==> src/rtl/i2c_pkg.sv <==
// Shared definitions for the I2C master: FSM state encoding and default timing.
package i2c_pkg;

    localparam int unsigned DefaultClkDiv = 125;

    typedef enum logic [3:0] {
        StIdle,
        StStart1,
        StStart2,
        StBit,
        StAck,
        StRestart1,
        StRestart2,
        StStop1,
        StStop2,
        StStop3
    } state_e;

endpackage

==> src/rtl/i2c_clk_div.sv <==
// Quarter-SCL-period tick generator; counter is held at zero while disabled.
module i2c_clk_div #(
    parameter int unsigned CLK_DIV = 125,
    parameter int unsigned CNT_W   = 16
) (
    input  logic clk,
    input  logic reset,
    input  logic en,
    output logic tick
);

    localparam logic [CNT_W-1:0] Last = CNT_W'(CLK_DIV - 1);

    logic [CNT_W-1:0] cnt;

    assign tick = en && (cnt == Last);

    always_ff @(posedge clk) begin
        if (reset || !en) begin
            cnt <= '0;
        end else if (cnt == Last) begin
            cnt <= '0;
        end else begin
            cnt <= cnt + CNT_W'(1);
        end
    end

endmodule

==> src/rtl/i2c_master.sv <==
// Byte-oriented I2C master with START/repeated START/STOP, ACK/NACK handling
// and open-drain style line enables. No clock stretching.
module i2c_master
    import i2c_pkg::*;
#(
    parameter int unsigned CLK_DIV = DefaultClkDiv,
    parameter int unsigned CNT_W   = 16
) (
    input  logic       clk,
    input  logic       reset,
    input  logic       start,
    input  logic       send,
    input  logic       receive,
    input  logic [7:0] datasend,
    output logic       sended,
    output logic [7:0] datareceive,
    output logic       received,
    output logic       isReady,
    output logic       ack_error,
    output logic       scl_oe,
    output logic       sda_oe,
    input  logic       sda_in
);

    state_e     stateQ, stateD;
    logic [1:0] quarterQ, quarterD;
    logic [2:0] bitCntQ, bitCntD;
    logic [7:0] shiftQ, shiftD;
    logic [7:0] dataRxQ, dataRxD;
    logic       txQ, txD;
    logic       sendedQ, sendedD;
    logic       receivedQ, receivedD;
    logic       ackErrQ, ackErrD;
    logic       ackDriveQ, ackDriveD;
    logic       abortQ, abortD;
    logic       tick;
    logic       beginTx, beginRx;

    i2c_clk_div #(
        .CLK_DIV(CLK_DIV),
        .CNT_W  (CNT_W)
    ) uClkDiv (
        .clk  (clk),
        .reset(reset),
        .en   (stateQ != StIdle),
        .tick (tick)
    );

    always_ff @(posedge clk) begin
        if (reset) begin
            stateQ    <= StIdle;
            quarterQ  <= '0;
            bitCntQ   <= '0;
            shiftQ    <= '0;
            dataRxQ   <= '0;
            txQ       <= 1'b0;
            sendedQ   <= 1'b0;
            receivedQ <= 1'b0;
            ackErrQ   <= 1'b0;
            ackDriveQ <= 1'b0;
            abortQ    <= 1'b0;
        end else begin
            stateQ    <= stateD;
            quarterQ  <= quarterD;
            bitCntQ   <= bitCntD;
            shiftQ    <= shiftD;
            dataRxQ   <= dataRxD;
            txQ       <= txD;
            sendedQ   <= sendedD;
            receivedQ <= receivedD;
            ackErrQ   <= ackErrD;
            ackDriveQ <= ackDriveD;
            abortQ    <= abortD;
        end
    end

    always_comb begin
        stateD    = stateQ;
        quarterD  = quarterQ;
        bitCntD   = bitCntQ;
        shiftD    = shiftQ;
        dataRxD   = dataRxQ;
        txD       = txQ;
        sendedD   = sendedQ;
        receivedD = receivedQ;
        ackErrD   = ackErrQ;
        ackDriveD = ackDriveQ;
        abortD    = abortQ;
        beginTx   = 1'b0;
        beginRx   = 1'b0;

        unique case (stateQ)
            StIdle: begin
                if (start && send) begin
                    stateD  = StStart1;
                    ackErrD = 1'b0;
                end
            end
            StStart1:   if (tick) stateD = StStart2;
            StStart2:   if (tick) beginTx = 1'b1;
            StBit: begin
                if (tick) begin
                    quarterD = quarterQ + 2'd1;
                    if (quarterQ == 2'd1 && !txQ) shiftD = {shiftQ[6:0], sda_in};
                    if (quarterQ == 2'd3) begin
                        if (txQ) shiftD = {shiftQ[6:0], 1'b0};
                        if (bitCntQ == 3'd7) begin
                            stateD  = StAck;
                            bitCntD = '0;
                            abortD  = 1'b0;
                            if (!txQ) begin
                                dataRxD   = shiftQ;
                                receivedD = 1'b1;
                                ackDriveD = receive;
                            end
                        end else begin
                            bitCntD = bitCntQ + 3'd1;
                        end
                    end
                end
            end
            StAck: begin
                if (tick) begin
                    quarterD = quarterQ + 2'd1;
                    // Slave ACK is sampled in the middle of the SCL-high window.
                    if (quarterQ == 2'd1 && txQ) begin
                        sendedD = 1'b0;
                        if (sda_in) begin
                            ackErrD = 1'b1;
                            abortD  = 1'b1;
                        end
                    end
                    if (quarterQ == 2'd3) begin
                        receivedD = 1'b0;
                        if (abortQ || (!txQ && !ackDriveQ)) stateD = StStop1;
                        else if (send && start)             stateD = StRestart1;
                        else if (send)                      beginTx = 1'b1;
                        else if (receive)                   beginRx = 1'b1;
                        else                                stateD = StStop1;
                    end
                end
            end
            StRestart1: if (tick) stateD = StRestart2;
            StRestart2: begin
                if (tick) begin
                    stateD  = StStart1;
                    ackErrD = 1'b0;
                end
            end
            StStop1:    if (tick) stateD = StStop2;
            StStop2:    if (tick) stateD = StStop3;
            StStop3:    if (tick) stateD = StIdle;
            default:    stateD = StIdle;
        endcase

        if (beginTx || beginRx) begin
            stateD   = StBit;
            quarterD = '0;
            bitCntD  = '0;
            txD      = beginTx;
        end
        if (beginTx) begin
            shiftD  = datasend;
            sendedD = 1'b1;
        end
    end

    // Line enables: 1 pulls the line low, 0 releases it.
    always_comb begin
        scl_oe = 1'b0;
        sda_oe = 1'b0;
        unique case (stateQ)
            StStart1:   sda_oe = 1'b1;
            StStart2: begin
                scl_oe = 1'b1;
                sda_oe = 1'b1;
            end
            StBit: begin
                scl_oe = (quarterQ == 2'd0) || (quarterQ == 2'd3);
                sda_oe = txQ ? ~shiftQ[7] : 1'b0;
            end
            StAck: begin
                scl_oe = (quarterQ == 2'd0) || (quarterQ == 2'd3);
                sda_oe = txQ ? 1'b0 : ackDriveQ;
            end
            StRestart1: scl_oe = 1'b1;
            StStop1: begin
                scl_oe = 1'b1;
                sda_oe = 1'b1;
            end
            StStop2:    sda_oe = 1'b1;
            default: begin
                scl_oe = 1'b0;
                sda_oe = 1'b0;
            end
        endcase
    end

    assign sended      = sendedQ;
    assign received    = receivedQ;
    assign datareceive = dataRxQ;
    assign ack_error   = ackErrQ;
    assign isReady     = (stateQ == StIdle);

endmodule

==> config.mk <==
export PLATFORM = sky130hd
export DESIGN_NAME = i2c_master
export DESIGN_NICKNAME = d
export VERILOG_FILES = /design/src/rtl/i2c_pkg.sv /design/src/rtl/i2c_clk_div.sv /design/src/rtl/i2c_master.sv
export SDC_FILE = /design/constraint.sdc
export NUM_CORES = 1
export LEC_CHECK = 0
export CAP_MARGIN = 10
export CORE_MARGIN = 8
export CORE_UTILIZATION = 40
export CTS_BUF_LIST = sky130_fd_sc_hd__clkbuf_2 sky130_fd_sc_hd__clkbuf_4 sky130_fd_sc_hd__clkbuf_8
export CTS_CLUSTER_SIZE = 28
export DETAILED_ROUTE_END_ITERATION = 10
export PLACE_DENSITY = 0.68
export SYNTH_ARGS = -nofsm -noshare
export SYNTH_HDL_FRONTEND = slang
export SYNTH_SLANG_ARGS = --single-unit
==> constraint.sdc <==
create_clock -name clk -period 3.9 [get_ports clk]
set_input_delay 1.17 -clock clk [delete_from_list [all_inputs] [get_ports clk]]
set_output_delay 1.17 -clock clk [all_outputs]
set_load 0.05 [all_outputs]
# Yosys cells after proc, flatten, opt, wreduce, memory -nomap -nowiden
# Index checks and enable logic that the tools add are counted.
# op_classes
n_addsub	3
n_eq_ne	45
n_reduce_logical	36
mux	64
bitwise_logic	3
# op_table
operator	count
$mux W4	16
$mux W8	6
$pmux W4 S10	1
$mux W1	33
$ne A3 B3 Y1 const B	11
$ne A2 B2 Y1 const B	15
$reduce_and A15 Y1	2
$add A16 B1 Y16 const B	1
$eq A16 B7 Y1 const B	1
$eq A4 B3 Y1 const B	4
$reduce_and A7 Y1	2
$ne A5 B5 Y1 const B	2
$reduce_bool A2 Y1	5
$eq A4 B2 Y1 const B	2
$eq A4 B4 Y1 const B	2
$ne A4 B4 Y1 const B	2
$pmux W1 S2	4
$pmux W1 S3	2
$reduce_and A3 Y1	2
$reduce_and A6 Y1	1
$reduce_or A2 Y1	3
$logic_and A1 B1 Y1	5
$reduce_and A5 Y1	1
$eq A4 B1 Y1 const B	1
other kinds (19)	27
# totals
out_inout_bits	14
in_bits	14
reg_bits	47
word_cells	164

# Logic depth before layout (Yosys ltp)
# Gate-level depths: netlist of run 1.
# depth
depth_word	10
mapped_depth	9

# Modules after synthesis
# Synthesis of run 1 repeated with hierarchy kept, for this count alone.
# unflattened
hier_cells	284
area_unflattened_um2	2462.4
# modules_own_cells
mod	n_inst	area_per_inst_um2	cells_per_inst
i2c_master	1	1720.4	201
i2c_clk_div	1	742.0	83

# Worst setup path before layout of run 1
# OpenSTA, ideal clock, no wires.
# synth_path
path_kind	register to output
startpoint	reg stateQ[2]
endpoint	out sda_oe
setup_slack_ns	0.347
t_arrival_ns	2.383
n_path_buf	1
path_stages_with_launch	7
cell_sequence	dfxtp_1 clkbuf_1 nand2b_1 or3b_2 a21oi_1 a31oi_1 o21ai_0
# synth_via
elab_chain_len	3
word_cells_on_any_way	8
classes_between	eq/ne (6); mux (1); reduce/logical (1)
# synth_rtl
element	line	rtl
from (decl)	i2c_master.sv:25	state_e stateQ, stateD;
from (signal assigned)	i2c_master.sv:51	stateQ <= StIdle;
from (signal assigned)	i2c_master.sv:63	stateQ <= stateD;
$eq A4 B4 Y1 (tied with other cells)	i2c_master.sv:172	unique case (stateQ)
$reduce_or A4 Y1 (no source line)	--	
$pmux W1 S3 *	i2c_master.sv:172	
to (decl)	i2c_master.sv:21	output logic sda_oe,
# Mark *: on every way between the ends. The rest lies on a longest branch, timed or not.

# Final worst setup path of run 1
# layout_path
startpoint	reg stateQ[3]
endpoint	out isReady
# layout_via
elab_chain_len	1
# layout_rtl
element	line	rtl
$logic_not A4 Y1	i2c_master.sv:203	assign isReady = (stateQ == StIdle);
to (decl)	i2c_master.sv:18	output logic isReady,
# Every way passes these cells.

==> impl_metrics.env, run 1 <==
export IMPL_status="completed"
export IMPL_port_buffers=27
export IMPL_hp_class="reg -> reg"
export IMPL_place_ws_ns=0.703
export IMPL_dr_pass1_iters=4
export IMPL_ys_seq_elements=47
export IMPL_avgViaCountPerCell=5.56
export IMPL_tns_ns=0
export IMPL_finalMaxSlewViolations=0
export IMPL_ys_seq_area_share_pct=38.7
export IMPL_setup_violations=0
export IMPL_synth_distinct_cells=51
export IMPL_synth_edf_count=0
export IMPL_synthesis_nets=304
export IMPL_ios=28
export IMPL_netlist_area_um2=2430
export IMPL_rows=28
export IMPL_r2r_start="stateQ[1]"
export IMPL_drt_iter0_drc=185
export IMPL_worstSetupStartpointType="flop"
export IMPL_r2r_end="shiftQ[3]"
export IMPL_die_area_um2=8830
export IMPL_clk_path_buf_depth=2
export IMPL_track_usage_pct=13.5
export IMPL_syn_to_final_growth_pct=17.8
export IMPL_skew_ns=0.00919
export IMPL_ys_async_sr_fraction_pct=0
export IMPL_relSlewSlack_pct=48.4
export IMPL_yosys_warnings=0
export IMPL_mostFrequentLayoutCells="dfxtp_1, nor2_1, clkdlybuf4s50_1"
export IMPL_antenna_cells=0
export IMPL_place_hpwl_mm=4.11
export IMPL_placedCellCount=374
export IMPL_core_area_um2=5890
export IMPL_htreeDepth=2
export IMPL_grt_pass1_vias=1947
export IMPL_power_w=0.00100
export IMPL_netlist_instances=284
export IMPL_internal_power_w=0.000701
export IMPL_die_y_um=94.0
export IMPL_antenna_found_initial=0
export IMPL_worstHoldPathCells=1
export IMPL_cts_setup_buffers=0
export IMPL_cts_tree="yes"
export IMPL_r2r_setup_slack_ns=1.23
export IMPL_power_density_nw_per_um2=351
export IMPL_drv_cap=0
export IMPL_ys_flop_type="dfxtp_1"
export IMPL_routed_wl_mm=5.64
export IMPL_arrival_ns=2.36
export IMPL_fin_cells=382
export IMPL_grt_pass1_wl_mm=9.53
export IMPL_avgSynthCellArea_um2=8.56
export IMPL_drive_gt1_share_pct=8.47
export IMPL_worstHoldEndpoint="uClkDiv.cnt[0]"
export IMPL_cp_required_ns=2.73
export IMPL_layout_setup_ws_ns=0.371
export IMPL_grt_max_degree=22
export IMPL_ir_worst_vdd_mv=0.255
export IMPL_netSwitchingFraction_pct=30.2
export IMPL_initial_core_util_pct=41.3
export IMPL_postCtsHoldBufs=0
export IMPL_p_switching_w=0.000304
export IMPL_cts_sinks=47
export IMPL_max_freq_ghz=0.283
export IMPL_cts_buffers=5
export IMPL_grt_overflow=0
export IMPL_critPathMaxFanout=20
export IMPL_path_clk_slew_ns=0.09
export IMPL_final_nets=326
export IMPL_tightest_slew_ns=0.768
export IMPL_pwr_share_seq_pct=49.3
export IMPL_rsz0062_at_grt="false"
export IMPL_critPathCaptureType="primary output"
export IMPL_gp_congestion=0.883
export IMPL_ant_nets=0
export IMPL_period_needed_ns=3.53
export IMPL_combPwrFrac_pct=20.6
export IMPL_p_clk_share_pct=30.1
export IMPL_vias=2124
export IMPL_wl_per_cell_um=14.8
export IMPL_worstSetupPathType="reg -> out"
export IMPL_fin_crit_sh_pct=90.5
export IMPL_root_buffer="clkbuf_8"
export IMPL_die_w_um=94.0
export IMPL_finalHoldWorstSlack_ns=0.463
export IMPL_reg2regPathDepth=6
export IMPL_clock_latency_ns=0.31
export IMPL_final_common_cell="dfxtp_1"
export IMPL_drc_errors=0
export IMPL_min_from="uClkDiv.cnt[0]"
export IMPL_hold_viol=0
export IMPL_ctsResizeCount=0
export IMPL_p_leak_nw=0.967
==> cells in the mapped netlist, types with 2 or more instances <==
master	n	area share, %
inv_1	10	1.5
a31oi_1	4	1.0
nand3_1	13	2.7
nand2_1	16	2.5
and3_1	3	0.77
nor4_1	4	1.0
nand2b_1	3	0.77
nor4b_1	2	0.72
ha_1	6	3.1
or4_1	3	0.93
a211oi_1	8	2.5
dfxtp_1	47	39
a22oi_1	2	0.62
mux2i_1	19	7.8
o21bai_1	2	0.62
or4b_2	2	0.82
or3_1	3	0.77
xnor2_1	6	2.2
o211a_1	3	1.2
xor2_1	9	3.2
nor2_1	44	6.8
nand4_1	2	0.51
o31ai_1	2	0.62
o21ai_0	10	2.1
or3b_2	2	0.72
clkbuf_1	16	2.5
or4_4	2	0.93
a21oi_1	11	2.3
nor3_1	5	1.0
nand3b_1	4	1.2
==> critical path, stage by stage (launching register included) <==
cell	delay (ns)
dfxtp_1	0.49
or4_1	0.56
inv_1	0.17
clkdlybuf4s50_1	0.84
==> registers in the layout, indices dropped and copies added (netlist names), 2 cells and up <==
register and count:
quarterQ 2, bitCntQ 3, shiftQ 8, uClkDiv.cnt 16
datareceive 8, stateQ 4
==> how the worst max path moves through the flow <==
stage              start  endpoint  depth (start not counted)
5_1_grt        stateQ[1]    scl_oe                          5
3_3_place_gp   stateQ[3]   isReady                          3
2_1_floorplan  stateQ[2]    sda_oe                          6
3_5_place_dp   stateQ[1]    scl_oe                          5
4_1_cts        stateQ[1]    scl_oe                          5
6_report       stateQ[3]   isReady                          3
==> cell type report <==
| type | instances | area (um2) |
|---|---|---|
| Clock inverter | 2 | 16.3 |
| Sequential cell | 47 | 941 |
| Timing Repair Buffer | 34 | 320 |
| Tap cell | 75 | 93.8 |
| Multi-Input combinational cell | 208 | 1380 |
| Fill cell | 588 | 3020 |
| Clock buffer | 6 | 76.3 |
| Inverter | 10 | 37.5 |
==> kinds of logic after synthesis <==
logic type	after synthesis	synth area share [%]
AND/OR/NAND/NOR	115	25.3
XOR/XNOR	15	5.40
AO/OA/AOI/OAI	53	14.9
flip-flops	47	38.7
multiplexers	19	7.82
adder cells (fa/ha/maj)	6	3.09
buffers and inverters	29	4.84
==> through the flow <==
stage | cell area [um2] | util, %
after floorplan | 2430 | -
after global placement | 2770 | 47.1
after detailed placement | 2770 | 47.1
after CTS | 2870 | 48.7
after global routing | 2870 | 48.7
final | 2870 | 48.7
==> power by group through the flow <==
stage	registers [W]	logic, W	clock network [W]
final	0.000495	0.000207	0.000302
after global routing	0.000497	0.000227	0.000332
after CTS	0.000495	0.000209	0.000315
after detailed placement	0.000506	0.000207	0
after global placement	0.000506	0.000206	0
after floorplan	0.000503	0.000146	0
==> layer usage <==
layer	vias up	global-route usage, %	wire length [um]
met3	12	3.12	307
met1	991	17.1	2570
met2	64	20.8	2600
met5	-	0	0
met4	0	7.13	157
li1	1057	-	-
Power figures use the tool's default switching activity.
==> run 2, diff against run 1 <==
==> constraint.sdc (replaced) <==
create_clock -name clk -period 3.5 [get_ports clk]
set_input_delay 1.05 -clock clk [delete_from_list [all_inputs] [get_ports clk]]
set_output_delay 1.05 -clock clk [all_outputs]
set_load 0.05 [all_outputs]
==> impl_metrics.env, run 2 (synthesis gave the netlist of run 1 again) <==
export IMPL_status="completed"
export IMPL_initial_core_util_pct=41.3
export IMPL_ios=28
export IMPL_arrival_ns=2.29
export IMPL_regMostFlops="uClkDiv.cnt"
export IMPL_hold_viol=0
export IMPL_track_usage_pct=12.7
export IMPL_drive_gt1_share_pct=9.09
export IMPL_tns_ns=0
export IMPL_critPathCaptureType="primary output"
export IMPL_largest_reg_flops=16
export IMPL_routed_wl_mm=5.37
export IMPL_core_area_um2=5890
export IMPL_final_common_cell="dfxtp_1"
export IMPL_cts_tree="yes"
export IMPL_vias=2069
export IMPL_path_clk_slew_ns=0.09
export IMPL_htreeDepth=2
export IMPL_postCtsHoldBufs=0
export IMPL_final_nets=327
export IMPL_clk_path_buf_depth=2
export IMPL_critical_path_top_delay_family="flip-flops"
export IMPL_period_needed_ns=3.34
export IMPL_place_hpwl_mm=3.90
export IMPL_grt_pass1_wl_mm=9.15
export IMPL_avgViaCountPerCell=5.40
export IMPL_worstSetupPathType="reg -> out"
export IMPL_power_density_nw_per_um2=390
export IMPL_critPathMaxFanout=22
export IMPL_syn_to_final_growth_pct=18.4
export IMPL_fin_crit_sh_pct=95.3
export IMPL_tightest_slew_ns=0.606
export IMPL_antenna_found_initial=0
export IMPL_antenna_cells=0
export IMPL_die_w_um=94.0
export IMPL_path_buf_inv=1
export IMPL_ir_worst_vdd_mv=0.230
export IMPL_p_leak_nw=0.976
export IMPL_wl_per_cell_um=14.0
export IMPL_cp_required_ns=2.45
export IMPL_rsz0062_at_grt="false"
export IMPL_clock_latency_ns=0.30
export IMPL_fin_cells=383
export IMPL_finalMaxSlewViolations=0
export IMPL_drc_errors=0
export IMPL_grt_overflow=0
export IMPL_mostFrequentLayoutCells="dfxtp_1, nor2_1, clkdlybuf4s50_1"
export IMPL_die_y_um=94.0
export IMPL_fillers=567
export IMPL_ctsResizeCount=0
export IMPL_die_area_um2=8830
export IMPL_ant_nets=0
export IMPL_grt_max_degree=23
export IMPL_root_buffer="clkbuf_8"
export IMPL_cts_setup_buffers=0
export IMPL_setup_violations=0
export IMPL_dr_pass1_iters=4
export IMPL_skew_ns=0.00461
export IMPL_drv_cap=0
export IMPL_cts_sinks=47
export IMPL_cp_slowest_cell="dfxtp_1"
export IMPL_crit_chain="nand2b_1 -> or3b_2 -> a21oi_1 -> a31oi_1 -> o21ai_0 -> buf_12"
export IMPL_relSlewSlack_pct=59.6
export IMPL_max_stage_delay_ns=0.72
export IMPL_drt_iter0_drc=96
export IMPL_worstSetupStartpointType="flop"
export IMPL_cts_buffers=5
export IMPL_hp_class="reg -> reg"
export IMPL_gp_congestion=0.798
export IMPL_max_freq_ghz=0.300
export IMPL_port_buffers=27
export IMPL_rows=28
export IMPL_grt_pass1_vias=1991
export IMPL_placedCellCount=375
## run 2: layout make-up
type | instances | area [um2] | share of cell area (%)
clock buffers | 6 | 76.3 | 2.65
clock inverters | 2 | 12.5 | 0.435
inverters | 10 | 37.5 | 1.30
multi-input cells | 208 | 1380 | 47.9
flip-flops and latches | 47 | 941 | 32.7
well taps | 75 | 93.8 | 3.26
repair buffers | 35 | 338 | 11.7
## run 2: metal layers
metal	up-vias	global-route usage (%)	share of wire (%)
met1	964	15.2	47
met2	38	21.5	47
li1	1061	-	-
met5	-	0	0
met4	0	5.55	1.2
met3	6	2.56	4.9
## run 2: through the flow
stage | total power (W) | cell area [um2] | setup WS (ns) | hold WS, ns | util, %
2_1_floorplan | 0.000723 | 2430 | 0.0671 | 0.430 | -
3_5_place_dp | 0.000807 | 2790 | 0.488 | 0.449 | 47.4
5_1_grt | 0.00118 | 2880 | 0.0201 | 0.507 | 48.9
3_3_place_gp | 0.000806 | 2790 | 0.548 | 0.443 | 47.4
4_1_cts | 0.00114 | 2880 | 0.144 | 0.470 | 48.9
6_report | 0.00112 | 2880 | 0.164 | 0.462 | 48.9
## run 2: report_power, final
| group | total (W) | internal, W | switching (W) |
|---|---|---|---|
| sequential | 0.000551 | 0.000543 | 0.00000871 |
| clock | 0.000328 | 0.000147 | 0.000181 |
| combinational | 0.000243 | 0.0000974 | 0.000145 |
| total | 0.00112 | 0.000787 | 0.000335 |
## run 2: worst paths after layout
check        slack, ns        endpoint  cells after the start           start
min reg2reg       0.46  uClkDiv.cnt[0]                      1  uClkDiv.cnt[0]
max reg2reg       0.78       shiftQ[6]                      5       stateQ[2]
min               0.46  uClkDiv.cnt[0]                      1  uClkDiv.cnt[0]
max               0.16          sda_oe                      6       stateQ[2]
==> run 3, diff against run 2 <==
--- a/config.mk
+++ b/config.mk
@@ -12,6 +12,7 @@
 export CTS_CLUSTER_SIZE = 28
 export DETAILED_ROUTE_END_ITERATION = 10
 export PLACE_DENSITY = 0.68
+export RECOVER_POWER = 25
 export SYNTH_ARGS = -nofsm -noshare
 export SYNTH_HDL_FRONTEND = slang
 export SYNTH_SLANG_ARGS = --single-unit
==> impl_metrics.env, run 3 (synthesis gave the netlist of run 1 again) <==
export IMPL_place_ws_ns=0.488
export IMPL_cp_required_ns=2.45
export IMPL_p_clk_share_pct=29.3
export IMPL_grt_max_degree=23
export IMPL_p_switching_w=0.000336
export IMPL_mostFrequentLayoutCells="dfxtp_1, nor2_1, clkdlybuf4s50_1"
export IMPL_finalHoldWorstSlack_ns=0.462
export IMPL_register_area_um2=941
export IMPL_rsz0062_at_grt="false"
export IMPL_power_density_nw_per_um2=391
export IMPL_die_area_um2=8830
export IMPL_setup_violations=0
export IMPL_ios=28
export IMPL_netSwitchingFraction_pct=29.9
export IMPL_relSlewSlack_pct=59.1
export IMPL_root_buffer="clkbuf_8"
export IMPL_ant_nets=0
export IMPL_drc_errors=0
export IMPL_cts_buffers=5
export IMPL_critPathCaptureType="primary output"
export IMPL_antenna_cells=0
export IMPL_regMostFlops="uClkDiv.cnt"
export IMPL_port_buffers=27
export IMPL_grt_pass1_vias=1991
export IMPL_grt_overflow=0
export IMPL_utilization_pct=48.9
export IMPL_critPathMaxFanout=22
export IMPL_layout_setup_ws_ns=0.158
export IMPL_core_area_um2=5890
export IMPL_fin_crit_sh_pct=95.5
export IMPL_postCtsHoldBufs=0
export IMPL_ctsResizeCount=0
export IMPL_final_common_cell="dfxtp_1"
export IMPL_tightest_slew_ns=0.613
export IMPL_gp_congestion=0.798
export IMPL_p_leak_nw=0.972
export IMPL_die_y_um=94.0
export IMPL_combPwrFrac_pct=21.6
export IMPL_grt_pass1_wl_mm=9.15
export IMPL_finalMaxSlewViolations=0
export IMPL_clk_path_buf_depth=2
export IMPL_rows=28
export IMPL_wl_per_cell_um=14.0
export IMPL_fillers=566
export IMPL_clock_latency_ns=0.30
export IMPL_dr_pass1_iters=4
export IMPL_drive_gt1_share_pct=8.77
export IMPL_avgViaCountPerCell=5.41
export IMPL_antenna_found_initial=0
export IMPL_tns_ns=0
export IMPL_initial_core_util_pct=41.3
export IMPL_path_clk_slew_ns=0.09
export IMPL_htreeDepth=2
export IMPL_final_nets=327
export IMPL_skew_ns=0.00466
export IMPL_die_w_um=94.0
export IMPL_max_freq_ghz=0.299
export IMPL_cts_sinks=47
export IMPL_worstSetupStartpointType="flop"
export IMPL_hp_class="reg -> reg"
export IMPL_drt_iter0_drc=95
export IMPL_placedCellCount=375
export IMPL_internal_power_w=0.000787
export IMPL_multi_input_area_um2=1380
export IMPL_drv_cap=0
export IMPL_cts_tree="yes"
export IMPL_ir_worst_vdd_mv=0.230
export IMPL_arrival_ns=2.29
export IMPL_track_usage_pct=12.7
export IMPL_fin_cells=383
export IMPL_largest_reg_flops=16
export IMPL_hold_viol=0
export IMPL_period_needed_ns=3.34
export IMPL_vias=2072
export IMPL_place_hpwl_mm=3.90
export IMPL_syn_to_final_growth_pct=18.2
export IMPL_routed_wl_mm=5.37
export IMPL_status="completed"
export IMPL_worstSetupPathType="reg -> out"
export IMPL_cts_setup_buffers=0
export IMPL_pwr_share_seq_pct=49.1
## run 3: changes by cell type in the layout (fill, tap and decap cells not counted)
cell,before,now
buf_4,9,8
clkbuf_1,0,1
## run 3: stage by stage
step	total power [W]	instance area (um2)
global route	0.00118	2880
global placement	0.000806	2790
CTS	0.00114	2880
floorplan	0.000723	2430
detailed placement	0.000807	2790
finish	0.00112	2880
## run 3: layout make-up
cell class              count  area share [%]
clock buffers               6            2.65
clock inverters             2           0.435
inverters                  10            1.31
multi-input cells         208            48.0
flip-flops and latches     47            32.7
well taps                  75            3.26
repair buffers             35            11.6
## run 3: routing by layer
metal / track usage [%] / vias up / part of all wire (%)
li1: - / 1062 / -
met1: 15.2 / 964 / 47
met2: 21.5 / 40 / 47
met3: 2.56 / 6 / 5.0
met4: 5.55 / 0 / 1.2
met5: 0 / - / 0
## run 3: power groups by stage
stage	Combinational [W]	Clock, W	Sequential [W]
6_report	0.000243	0.000330	0.000551
3_3_place_gp	0.000242	0	0.000564
5_1_grt	0.000264	0.000364	0.000553
2_1_floorplan	0.000163	0	0.000560
4_1_cts	0.000244	0.000342	0.000551
3_5_place_dp	0.000244	0	0.000563
## run 3: final timing paths
| kind | startpoint | cells past startpoint | to | slack, ns |
|---|---|---|---|---|
| worst max-delay path | stateQ[2] | 6 | sda_oe | 0.16 |
| worst min-delay path | uClkDiv.cnt[0] | 1 | uClkDiv.cnt[0] | 0.46 |
| worst max register to register | stateQ[2] | 5 | shiftQ[6] | 0.78 |
| worst min register to register | uClkDiv.cnt[0] | 1 | uClkDiv.cnt[0] | 0.46 |
## run 3: worst max-delay path, stage by stage (launching register included)
cell and delay [ns]:
dfxtp_1 0.72, nand2b_1 0.14, or3b_2 0.46, a21oi_1 0.15
a31oi_1 0.05, o21ai_0 0.29, buf_12 0.18
